==> src/rtl/bzmusic_pkg.sv <==
// -----------------------------------------------------------------------------
// bzmusic_pkg
//   Shared definitions for the buzzer music path.
//   - beat_state_t : note-duration timer states (IDLE / RUN / DONE)
//   - len_code_t   : 3-bit note length codes stored in the score ROM
//   - len_lut()    : maps a length code to its duration N in sixteenth notes
//   - DEF_*        : default timebase constants (50 MHz clock, 120 BPM),
//                    shared with the tune PWM block so both agree on the gap.
//   Optional feature macro used by the consumers: BZMUSIC_TRIPLET_EN.
// -----------------------------------------------------------------------------
package bzmusic_pkg;

  // Default timebase: 50 MHz / (120 BPM * 4 sixteenths per beat / 60 s).
  localparam int DEF_TICK_CYC      = 6_250_000;
  // Articulation gap at the end of every note (one tenth of a sixteenth).
  localparam int DEF_GAP_CYC       = 625_000;
  // Triplet sixteenth: two thirds of a straight sixteenth.
  localparam int DEF_TRIP_TICK_CYC = 4_166_667;

  typedef enum logic [1:0] {
    ST_IDLE = 2'd0,
    ST_RUN  = 2'd1,
    ST_DONE = 2'd2
  } beat_state_t;

  typedef enum logic [2:0] {
    LEN_16TH        = 3'd0,
    LEN_8TH         = 3'd1,
    LEN_QUARTER     = 3'd2,
    LEN_HALF        = 3'd3,
    LEN_WHOLE       = 3'd4,
    LEN_DOT_8TH     = 3'd5,
    LEN_DOT_QUARTER = 3'd6,
    LEN_DOT_HALF    = 3'd7
  } len_code_t;

  // Note duration in sixteenths. Largest value is 16, so five bits.
  function automatic logic [4:0] len_lut(input logic [2:0] code);
    len_lut = 5'd1;
    case (code)
      LEN_16TH:        len_lut = 5'd1;
      LEN_8TH:         len_lut = 5'd2;
      LEN_QUARTER:     len_lut = 5'd4;
      LEN_HALF:        len_lut = 5'd8;
      LEN_WHOLE:       len_lut = 5'd16;
      LEN_DOT_8TH:     len_lut = 5'd3;
      LEN_DOT_QUARTER: len_lut = 5'd6;
      LEN_DOT_HALF:    len_lut = 5'd12;
      default:         len_lut = 5'd1;
    endcase
  endfunction

endpackage

==> src/rtl/bzmusic_tick_div.sv <==
// -----------------------------------------------------------------------------
// bzmusic_tick_div
//   Enable-gated prescaler that divides clk down to a sixteenth-note tick.
//   The wrap value is an input so the parent can switch between straight and
//   triplet sixteenths per note.
//
// Ports:
//   clk     in   clock
//   rstn    in   asynchronous active-low reset
//   i_en    in   count enable; the prescaler holds its value while low
//   i_clr   in   synchronous clear, takes priority over i_en
//   i_last  in   terminal count (tick length - 1)
//   o_tick  out  combinational strobe: this edge wraps the prescaler
//   o_pre   out  current prescaler value (used for the gap compare)
// -----------------------------------------------------------------------------
module bzmusic_tick_div
  import bzmusic_pkg::*;
#(
  parameter int PRE_W = $clog2(DEF_TICK_CYC)
) (
  input  logic             clk,
  input  logic             rstn,
  input  logic             i_en,
  input  logic             i_clr,
  input  logic [PRE_W-1:0] i_last,
  output logic             o_tick,
  output logic [PRE_W-1:0] o_pre
);

  logic [PRE_W-1:0] r_pre;
  logic             w_wrap;

  assign w_wrap = (r_pre == i_last);

  // NOTE: sequential state is always written with <= so every flop samples
  // the pre-edge values of its neighbours; = here would create order-dependent
  // simulation that no longer matches the synthesised flops.
  always_ff @(posedge clk or negedge rstn) begin
    if (!rstn) begin
      r_pre <= '0;
    end else if (i_clr) begin
      r_pre <= '0;
    end else if (i_en) begin
      if (w_wrap) begin
        r_pre <= '0;
      end else begin
        r_pre <= r_pre + 1'b1;
      end
    end
  end

  assign o_tick = i_en && !i_clr && w_wrap;
  assign o_pre  = r_pre;

endmodule

==> src/rtl/bzmusic_beat_cnt.sv <==
// -----------------------------------------------------------------------------
// bzmusic_beat_cnt
//   Note-duration timer for the buzzer music path. The music controller FSM
//   enables it for the current score address; after N sixteenth notes it
//   returns a one-cycle beat_finish so the controller advances. note_gate
//   drops GAP_CYC cycles before the end of each note (and during pauses) so
//   the tune PWM can leave an audible gap between repeated notes.
//
// Parameters:
//   TICK_CYC       clk cycles per sixteenth note (>= 2)
//   GAP_CYC        articulation gap in cycles, 0 disables (< TICK_CYC)
//   TRIP_TICK_CYC  cycles per triplet sixteenth (> GAP_CYC)
//
// Ports:
//   clk          in   clock
//   rstn         in   asynchronous active-low reset
//   en           in   count enable from the controller
//   srst_n       in   synchronous active-low clear, priority over en
//   len_code     in   note length code (3 bits, 4 with BZMUSIC_TRIPLET_EN)
//   beat_finish  out  registered one-cycle pulse at the end of the note
//   note_gate    out  registered, high while the note should sound
//
// Optional feature: define BZMUSIC_TRIPLET_EN to widen len_code to 4 bits;
// bit 3 latched at note start selects the triplet tick length.
// -----------------------------------------------------------------------------
module bzmusic_beat_cnt
  import bzmusic_pkg::*;
#(
  parameter int TICK_CYC      = DEF_TICK_CYC,
  parameter int GAP_CYC       = DEF_GAP_CYC,
  parameter int TRIP_TICK_CYC = DEF_TRIP_TICK_CYC
) (
  input  logic       clk,
  input  logic       rstn,
  input  logic       en,
  input  logic       srst_n,
`ifdef BZMUSIC_TRIPLET_EN
  input  logic [3:0] len_code,
`else
  input  logic [2:0] len_code,
`endif
  output logic       beat_finish,
  output logic       note_gate
);

  // The prescaler is sized for the longer of the two tick lengths so its
  // width does not depend on which build is selected.
  localparam int MAX_TICK = (TRIP_TICK_CYC > TICK_CYC) ? TRIP_TICK_CYC : TICK_CYC;
  localparam int PRE_W    = $clog2(MAX_TICK);

  // The gap compare looks at the pre-edge prescaler value, so the threshold
  // is one below (tick - gap): new L >= N*tick - gap  <=>  old L >= N*tick -
  // gap - 1, and in the last sixteenth that reduces to a prescaler compare.
  // With GAP_CYC == 0 the threshold equals the terminal count, which only
  // coincides with the finish edge where the gate drops anyway.
  localparam logic [PRE_W-1:0] TICK_LAST    = PRE_W'(TICK_CYC - 1);
  localparam logic [PRE_W-1:0] TICK_GAP_THR = PRE_W'(TICK_CYC - GAP_CYC - 1);
`ifdef BZMUSIC_TRIPLET_EN
  localparam logic [PRE_W-1:0] TRIP_LAST    = PRE_W'(TRIP_TICK_CYC - 1);
  localparam logic [PRE_W-1:0] TRIP_GAP_THR = PRE_W'(TRIP_TICK_CYC - GAP_CYC - 1);
`endif

  beat_state_t      r_state;
  beat_state_t      w_state_nxt;
  logic [3:0]       r_six;
  logic [3:0]       w_six_nxt;
  // N-1 is stored rather than N: four bits cover N = 1..16, and the reset
  // value 0 is the required N = 1.
  logic [3:0]       r_last_six;
  logic [3:0]       w_last_six_nxt;
  logic             r_beat_finish;
  logic             w_beat_finish_nxt;
  logic             r_note_gate;
  logic             w_note_gate_nxt;

  logic [2:0]       w_len_idx;
  logic [3:0]       w_len_last;
  logic [PRE_W-1:0] w_last;
  logic [PRE_W-1:0] w_gap_thr;
  logic [PRE_W-1:0] w_pre;
  logic             w_tick;
  logic             w_gap_hit;
  logic             w_div_en;
  logic             w_div_clr;

`ifdef BZMUSIC_TRIPLET_EN
  logic             r_trip;
  logic             w_trip_nxt;

  assign w_len_idx = len_code[2:0];
  assign w_last    = r_trip ? TRIP_LAST    : TICK_LAST;
  assign w_gap_thr = r_trip ? TRIP_GAP_THR : TICK_GAP_THR;
`else
  assign w_len_idx = len_code;
  assign w_last    = TICK_LAST;
  assign w_gap_thr = TICK_GAP_THR;
`endif

  assign w_len_last = 4'(len_lut(w_len_idx) - 5'd1);

  // The prescaler only runs while a note is counting; outside RUN it is held
  // at zero so every note starts on a fresh sixteenth.
  assign w_div_en  = (r_state == ST_RUN) && en && srst_n;
  assign w_div_clr = !srst_n || (r_state != ST_RUN);

  bzmusic_tick_div #(
    .PRE_W (PRE_W)
  ) u_tick_div (
    .clk    (clk),
    .rstn   (rstn),
    .i_en   (w_div_en),
    .i_clr  (w_div_clr),
    .i_last (w_last),
    .o_tick (w_tick),
    .o_pre  (w_pre)
  );

  assign w_gap_hit = (r_six == r_last_six) && (w_pre >= w_gap_thr);

  // ---------------------------------------------------------------------------
  // State register
  // ---------------------------------------------------------------------------
  always_ff @(posedge clk or negedge rstn) begin
    if (!rstn) begin
      r_state       <= ST_IDLE;
      r_six         <= '0;
      r_last_six    <= '0;
      r_beat_finish <= 1'b0;
      r_note_gate   <= 1'b0;
    end else begin
      r_state       <= w_state_nxt;
      r_six         <= w_six_nxt;
      r_last_six    <= w_last_six_nxt;
      r_beat_finish <= w_beat_finish_nxt;
      r_note_gate   <= w_note_gate_nxt;
    end
  end

`ifdef BZMUSIC_TRIPLET_EN
  always_ff @(posedge clk or negedge rstn) begin
    if (!rstn) begin
      r_trip <= 1'b0;
    end else begin
      r_trip <= w_trip_nxt;
    end
  end
`endif

  // ---------------------------------------------------------------------------
  // Next-state and output logic
  // ---------------------------------------------------------------------------
  always_comb begin
    // NOTE: every signal driven here gets a default before any branch, so
    // no path leaves one unassigned and no latch is inferred.
    w_state_nxt       = r_state;
    w_six_nxt         = r_six;
    w_last_six_nxt    = r_last_six;
    w_beat_finish_nxt = 1'b0;
    w_note_gate_nxt   = 1'b0;
`ifdef BZMUSIC_TRIPLET_EN
    w_trip_nxt        = r_trip;
`endif

    if (!srst_n) begin
      w_state_nxt    = ST_IDLE;
      w_six_nxt      = '0;
      w_last_six_nxt = '0;
`ifdef BZMUSIC_TRIPLET_EN
      w_trip_nxt     = 1'b0;
`endif
    end else begin
      case (r_state)
        ST_IDLE: begin
          if (en) begin
            w_state_nxt     = ST_RUN;
            w_six_nxt       = '0;
            w_last_six_nxt  = w_len_last;
            w_note_gate_nxt = 1'b1;
`ifdef BZMUSIC_TRIPLET_EN
            w_trip_nxt      = len_code[3];
`endif
          end
        end

        ST_RUN: begin
          // en low is a pause: counters hold and the gate stays low.
          if (en) begin
            w_note_gate_nxt = !w_gap_hit;
            if (w_tick) begin
              if (r_six == r_last_six) begin
                w_beat_finish_nxt = 1'b1;
                w_note_gate_nxt   = 1'b0;
                w_state_nxt       = ST_DONE;
              end else begin
                w_six_nxt = r_six + 4'd1;
              end
            end
          end
        end

        // Holds with both outputs low until the controller clears it.
        ST_DONE: begin
          w_state_nxt = ST_DONE;
        end

        default: begin
          w_state_nxt = ST_IDLE;
        end
      endcase
    end
  end

  assign beat_finish = r_beat_finish;
  assign note_gate   = r_note_gate;

endmodule

==> config.mk <==
export PLATFORM = sky130hd
export DESIGN_NAME = bzmusic_beat_cnt
export DESIGN_NICKNAME = d
export VERILOG_FILES = /design/src/rtl/bzmusic_pkg.sv /design/src/rtl/bzmusic_tick_div.sv /design/src/rtl/bzmusic_beat_cnt.sv
export SDC_FILE = /design/constraint.sdc
export NUM_CORES = 1
export LEC_CHECK = 0
export ABC_AREA = 1
export CAP_MARGIN = 20
export CORE_UTILIZATION = 55
export CTS_CLUSTER_DIAMETER = 80
export DETAILED_ROUTE_END_ITERATION = 6
export GPL_TIMING_DRIVEN = 0
export PLACE_DENSITY = 0.71
export SKIP_CTS_REPAIR_TIMING = 1
export SLEW_MARGIN = 0
export SYNTH_ARGS = -nofsm -noshare
export SYNTH_HDL_FRONTEND = slang
export SYNTH_HIERARCHICAL = 1
export SYNTH_SLANG_ARGS = --single-unit
==> constraint.sdc <==
create_clock -name clk -period 2.84 [get_ports clk]
set_clock_uncertainty 0.1 [all_clocks]
set_input_delay 0.852 -clock clk [delete_from_list [all_inputs] [get_ports clk]]
set_output_delay 0.852 -clock clk [all_outputs]
set_load 0.02 [all_outputs]
==> results.py <==
metrics = {
    "outcome": {
        "status": "completed",
    },
    "setup_path": {
        "reg2reg_depth": 15,
        "cp_num_buf_inv": 3,
        "cp.depth": 8,
        "crit_arrival_ns": 2.57,
        "path_class": "in -> reg",
        "startpoint_type": "input port",
        "reg2reg_from": "u_tick_div/o_pre[19]",
        "slowest_stage": "clkdlybuf4s50_1",
        "path_max_fanout": 10,
        "path_cells": "clkdlybuf4s50_1 > nand2_1 > nor2_1 > inv_1 > nor2_1 > buf_2 > nand3_1 > nand2_1",
        "crit_family": "buffers and inverters",
        "critical_path.startpoint": "en",
        "slowest_delay_ns": 0.47,
        "endpoint_kind": "register",
        "worstPathRequired_ns": 2.96,
    },
    "place": {
        "place_hpwl_microns": 5290,
        "placedCellCount": 622,
        "place.port_buffers": 7,
        "place_congestion": 0.858,
    },
    "pwr": {
        "switching_share_pct": 35.6,
        "finalPower_w": 0.00133,
        "p_leak_nw": 2.02,
        "p_switching_w": 0.000475,
        "ir_worst_vdd_uv": 421,
        "seqPwrFrac_pct": 41.9,
        "power_frac_comb_pct": 30.4,
        "clockPowerShare_pct": 27.8,
        "p_int_w": 0.000860,
        "p_per_area_nw_per_um2": 376,
    },
    "sta": {
        "rsz0062_at_grt": "false",
        "hold_viol": 0,
        "max_slew_margin_pct": 44.8,
        "min_period_over_period_pct": 86.3,
        "setup_viol": 0,
        "worst_pin_slew_ns": 0.829,
        "fmaxAchievable_mhz": 408,
        "finalHoldWorstSlack_ns": 0.392,
        "slew_violations": 0,
        "period_needed_ns": 2.45,
    },
    "route": {
        "met3_length_microns": 254,
        "avgViaCountPerCell": 4.64,
        "firstDrtPassIters": 4,
        "vias": 2917,
        "ant_nets": 0,
        "drt_wl_total_microns": 6730,
        "routedWlPerCell_microns": 10.7,
        "drt_iter0_markers": 168,
        "drt-met1-wl_microns": 3330,
        "drc": 0,
        "met2WireLength_microns": 3090,
        "top_layer": "met4",
    },
    "floorplan": {
        "die-area_sq_um": 6040,
        "num_rows": 27,
        "die_w_microns": 77.7,
        "die_height_microns": 77.7,
        "core_sq_um": 5510,
        "io-pin-count": 9,
        "start_util_pct": 57.2,
    },
    "final_layout": {
        "final_cell_mix": "nand2_1 (191), inv_1 (68), nor2_1 (58)",
        "multi_input_area_sq_um": 2030,
        "diodes": 0,
        "fin_cells": 629,
        "layout_commonest_cell": "nand2_1",
        "regArea_sq_um": 876,
        "layout-drive-gt1-share_pct": 12.0,
        "syn2layout_area_growth_pct": 12.6,
        "fill_cells": 558,
        "final_nets": 574,
    },
    "min_path": {
        "hp-class": "reg -> reg",
        "min_path_cells": 2,
        "min_from": "r_state[1]",
    },
    "logic_synthesis": {
        "seq_area_frac_synth_pct": 27.8,
        "yosysWarnings": 6,
        "synthMuxAreaShare_pct": 0,
        "syn_inst": 502,
        "synth_compound_area_share_pct": 3.26,
        "synthAdderAreaFrac_pct": 3.97,
        "synth_xor_area_share_pct": 5.56,
        "synth.avg_cell_area_sq_um": 6.28,
        "synth_simple_gate_area_share_pct": 46.6,
        "synth_top_family_by_area": "simple AND/OR/NAND/NOR gates",
        "synth-seq-cells": 35,
        "yosysUniqueCellTypes": 32,
        "netlist_area_sq_um": 3150,
    },
    "global_route": {
        "grt.total_usage_pct": 24.7,
        "grt_pass1_wl_microns": 11800,
        "grt_pass1_vias": 2717,
        "gr-total-overflow": 0,
        "antenna_found_initial": 0,
        "grt_max_degree": 36,
    },
    "clock_tree": {
        "cts_made_buffers": 5,
        "cts_buffer_depth": 2,
        "insertion_delay_ns": 0.28,
        "clkSinkCount": 35,
        "cts.clk_slew.worst_paths_ns": 0.07,
        "clock-root-buffer": "clkbuf_8",
        "cts_tree": "yes",
        "cts-htree-levels": 2,
    },
    "job": {
        "drv_cap": 0,
    },
}
==> power groups by stage <==
| stage | Combinational [W] | Sequential, W | Clock (W) |
|---|---|---|---|
| 2_1_floorplan | 0.000320 | 0.000565 | 0 |
| 3_3_place_gp | 0.000403 | 0.000567 | 0 |
| 3_5_place_dp | 0.000409 | 0.000568 | 0 |
| 4_1_cts | 0.000410 | 0.000559 | 0.000385 |
| 5_1_grt | 0.000467 | 0.000563 | 0.000397 |
| 6_report | 0.000405 | 0.000559 | 0.000370 |
==> cell type report <==
| cell class | instances | share of cell area [%] |
|---|---|---|
| buffer | 9 | 2.12 |
| clock buffer | 6 | 2.33 |
| clock inverter | 1 | 0.141 |
| inverter | 85 | 9.06 |
| multi-input combinational | 414 | 57.3 |
| sequential | 35 | 24.7 |
| tap | 72 | 2.54 |
| timing repair buffer | 7 | 1.83 |
==> routing by layer <==
| metal | vias to the layer above | GRT usage [%] |
|---|---|---|
| met4 | 0 | 7.74 |
| li1 | 1576 | - |
| met2 | 50 | 41.9 |
| met3 | 4 | 3.06 |
| met5 | - | 0 |
| met1 | 1287 | 32.6 |
==> stage by stage <==
step | utilization (%) | worst slack, ns | TNS, ns | instance area [sq um]
2_1_floorplan | - | 0.759 | 0 | 3310
3_3_place_gp | 62.9 | -0.0734 | -2.51 | 3470
3_5_place_dp | 62.8 | 0.0973 | 0 | 3460
4_1_cts | 64.4 | 0.384 | 0 | 3550
5_1_grt | 64.4 | 0.201 | 0 | 3550
6_report | 64.4 | 0.390 | 0 | 3550
==> worst register-to-register path: cells and delay by family (launching register included) <==
kind / cells / cell delay (ns)
AND/OR/NAND/NOR: 11 / 1.17
buffers and inverters: 3 / 0.36
flip-flops: 1 / 0.51
AO/OA/AOI/OAI: 1 / 0.06
==> worst paths after layout <==
path | slack, ns | to
hold / removal | 0.39 | r_state[1]
max in group asynchronous | 1.55 | r_last_six[3]
hold reg to reg | 0.39 | r_state[1]
setup / recovery | 0.39 | u_tick_div/o_pre[20]
min in group asynchronous | 0.57 | u_tick_div/o_pre[12]
setup reg to reg | 0.58 | r_six[3]
==> logic make-up after synthesis <==
kind of cell,Yosys count
other cells,2
xor+xnor,20
simple gates,323
buf+inv,94
flops,35
compound gates,18
fa+ha+maj,10
==> cell usage after synthesis, drive strengths merged <==
| cell type | count | area share (%) |
|---|---|---|
| a21oi | 4 | 0.64 |
| a32o | 1 | 0.32 |
| buf | 7 | 1.9 |
| clkbuf | 1 | 0.12 |
| clkinv | 1 | 0.12 |
| conb | 2 | 0.24 |
| dfrtp | 35 | 28 |
| dlymetal6s2s | 1 | 0.40 |
| ha | 10 | 4.0 |
| inv | 84 | 10 |
| nand2 | 199 | 25 |
| nand3 | 49 | 11 |
| nand4 | 4 | 0.79 |
| nor2 | 67 | 9.3 |
| nor3 | 3 | 0.83 |
| nor4 | 1 | 0.20 |
| o21ai | 13 | 2.3 |
| xnor2 | 4 | 1.1 |
| xor2 | 16 | 4.4 |
==> sequential cells by signal (all words and copies together) (netlist names) <==
| register | flops |
|---|---|
| beat_finish | 1 |
| u_tick_div/o_pre | 23 |
| r_state | 2 |
| r_six | 4 |
| note_gate | 1 |
| r_last_six | 4 |
(Power assumes the default switching activity.)
==> RTL change (config.mk and constraints unchanged) <==
Add a define of `BZMUSIC_TRIPLET_EN`.
--- a/src/rtl/bzmusic_beat_cnt.sv
+++ b/src/rtl/bzmusic_beat_cnt.sv
@@ -23,6 +23,8 @@
 // Optional feature: define BZMUSIC_TRIPLET_EN to widen len_code to 4 bits;
 // bit 3 latched at note start selects the triplet tick length.
 // -----------------------------------------------------------------------------
+`define BZMUSIC_TRIPLET_EN
+
 module bzmusic_beat_cnt
   import bzmusic_pkg::*;
 #(
Interface: changed (resized len_code); port bits go from 9 to 10. The function was not compared with the original's and may differ.
==> RTL change against the original RTL <==
Combinational power is 16% higher; power is 7.7% higher; sequential cell count is 1 higher; wire length is 17% higher; final area is 6.0% higher; area after synthesis is 6.7% higher; worst setup slack worse by 0.19 ns; critical endpoint is now u_tick_div/o_pre[19]$_DFFE_PN0P_; largest power group unchanged; highest routed layer unchanged.
==> RTL change: results (changes against the original RTL) <==
metric	value	unit	change
portBuffers	9		was 7
p_leak	2.12	nW	was 2.02 nW
dp_slack	-0.211	ns	was 0.0973 ns
r2r_start	r_trip$_DFFE_PN0P_		was u_tick_div/o_pre[19]$_DFFE_PN0P_
seq_share	24.0	%	was 24.7%
drt_iter0_drc	172		was 168
p_sw_share	36.6	%	was 35.6%
grt_pass1_vias	2852		was 2717
status	finished clean		unchanged
num-nonclk-inverters	86		was 85
critPathArrivalTime	2.77	ns	was 2.57 ns
drive_gt1_share	11.1	%	was 12.0%
vias	3162		was 2917
syn_to_final_growth	11.8	%	was 12.6%
final_nets	607		was 574
worstMarginPinSlew	0.851	ns	was 0.829 ns
signal_buffers	22		was 16
ys_types	33		was 32
yosys-top-cells-area	dfrtp_1, nand2_1, ha_1, inv_1, nand3_1		was dfrtp_1, nand2_1, inv_1, nor2_1, nand3_1
synth_compound_area_share	3.01	%	was 3.26%
final-clk-cell-share	2.40	%	was 2.47%
grt_max_degree	37		was 36
yosysSeqAreaShare	26.8	%	was 27.8%
dp.final_hpwl	5970	µm	was 5290 µm
synth_cells	532		was 502
dp_cells	641		was 622
p_clk_share	26.9	%	was 27.8%
num-fill-cells	567		was 558
multi_input_gates	426		was 414
clkbuf_count	8		was 6
combPwrFrac	32.8	%	was 30.4%
multi_input_area	2160	µm²	was 2030 µm²
ir_drop	0.377	mV	was 0.421 mV
drt-wirelength-per-cell	12.0	µm	was 10.7 µm
rrSetupSlack	0.32	ns	was 0.58 ns
startpoint	srst_n		was en
fin_hold_ws	0.401	ns	was 0.392 ns
synthAdderAreaFrac	8.19	%	was 3.97%
synthXorXnorAreaFrac	5.47	%	was 5.56%
max_stage_delay	0.49	ns	was 0.47 ns
final_cells	653		was 629
RTL change: cell types whose count changed after synthesis, sizes merged, moves of 2 or more:
cell / unedited run / this run
xor2: 16 / 18
nor2: 67 / 65
nand4: 4 / 8
ha: 10 / 22
nand2: 199 / 202
o22ai: 0 / 2
nand3: 49 / 57
RTL change: layer usage:
layer  vias to the layer above  wire [µm]  track usage [%]
met3                         8        258             3.64
met5                         -          0                0
li1                       1693          -                -
met2                        51       3990             47.5
met4                         0        101             8.39
met1                      1410       3490             32.1
RTL change: final timing paths:
check | cells after the start | end
min in group asynchronous | 1 | u_tick_div/o_pre[8]$_DFFE_PN0P_
max in group asynchronous | 1 | r_trip$_DFFE_PN0P_
max | 9 | u_tick_div/o_pre[19]$_DFFE_PN0P_
max reg2reg | 17 | r_six[2]$_DFFE_PN0P_
min reg2reg | 2 | r_state[1]$_DFFE_PN0P_
min | 2 | r_state[1]$_DFFE_PN0P_
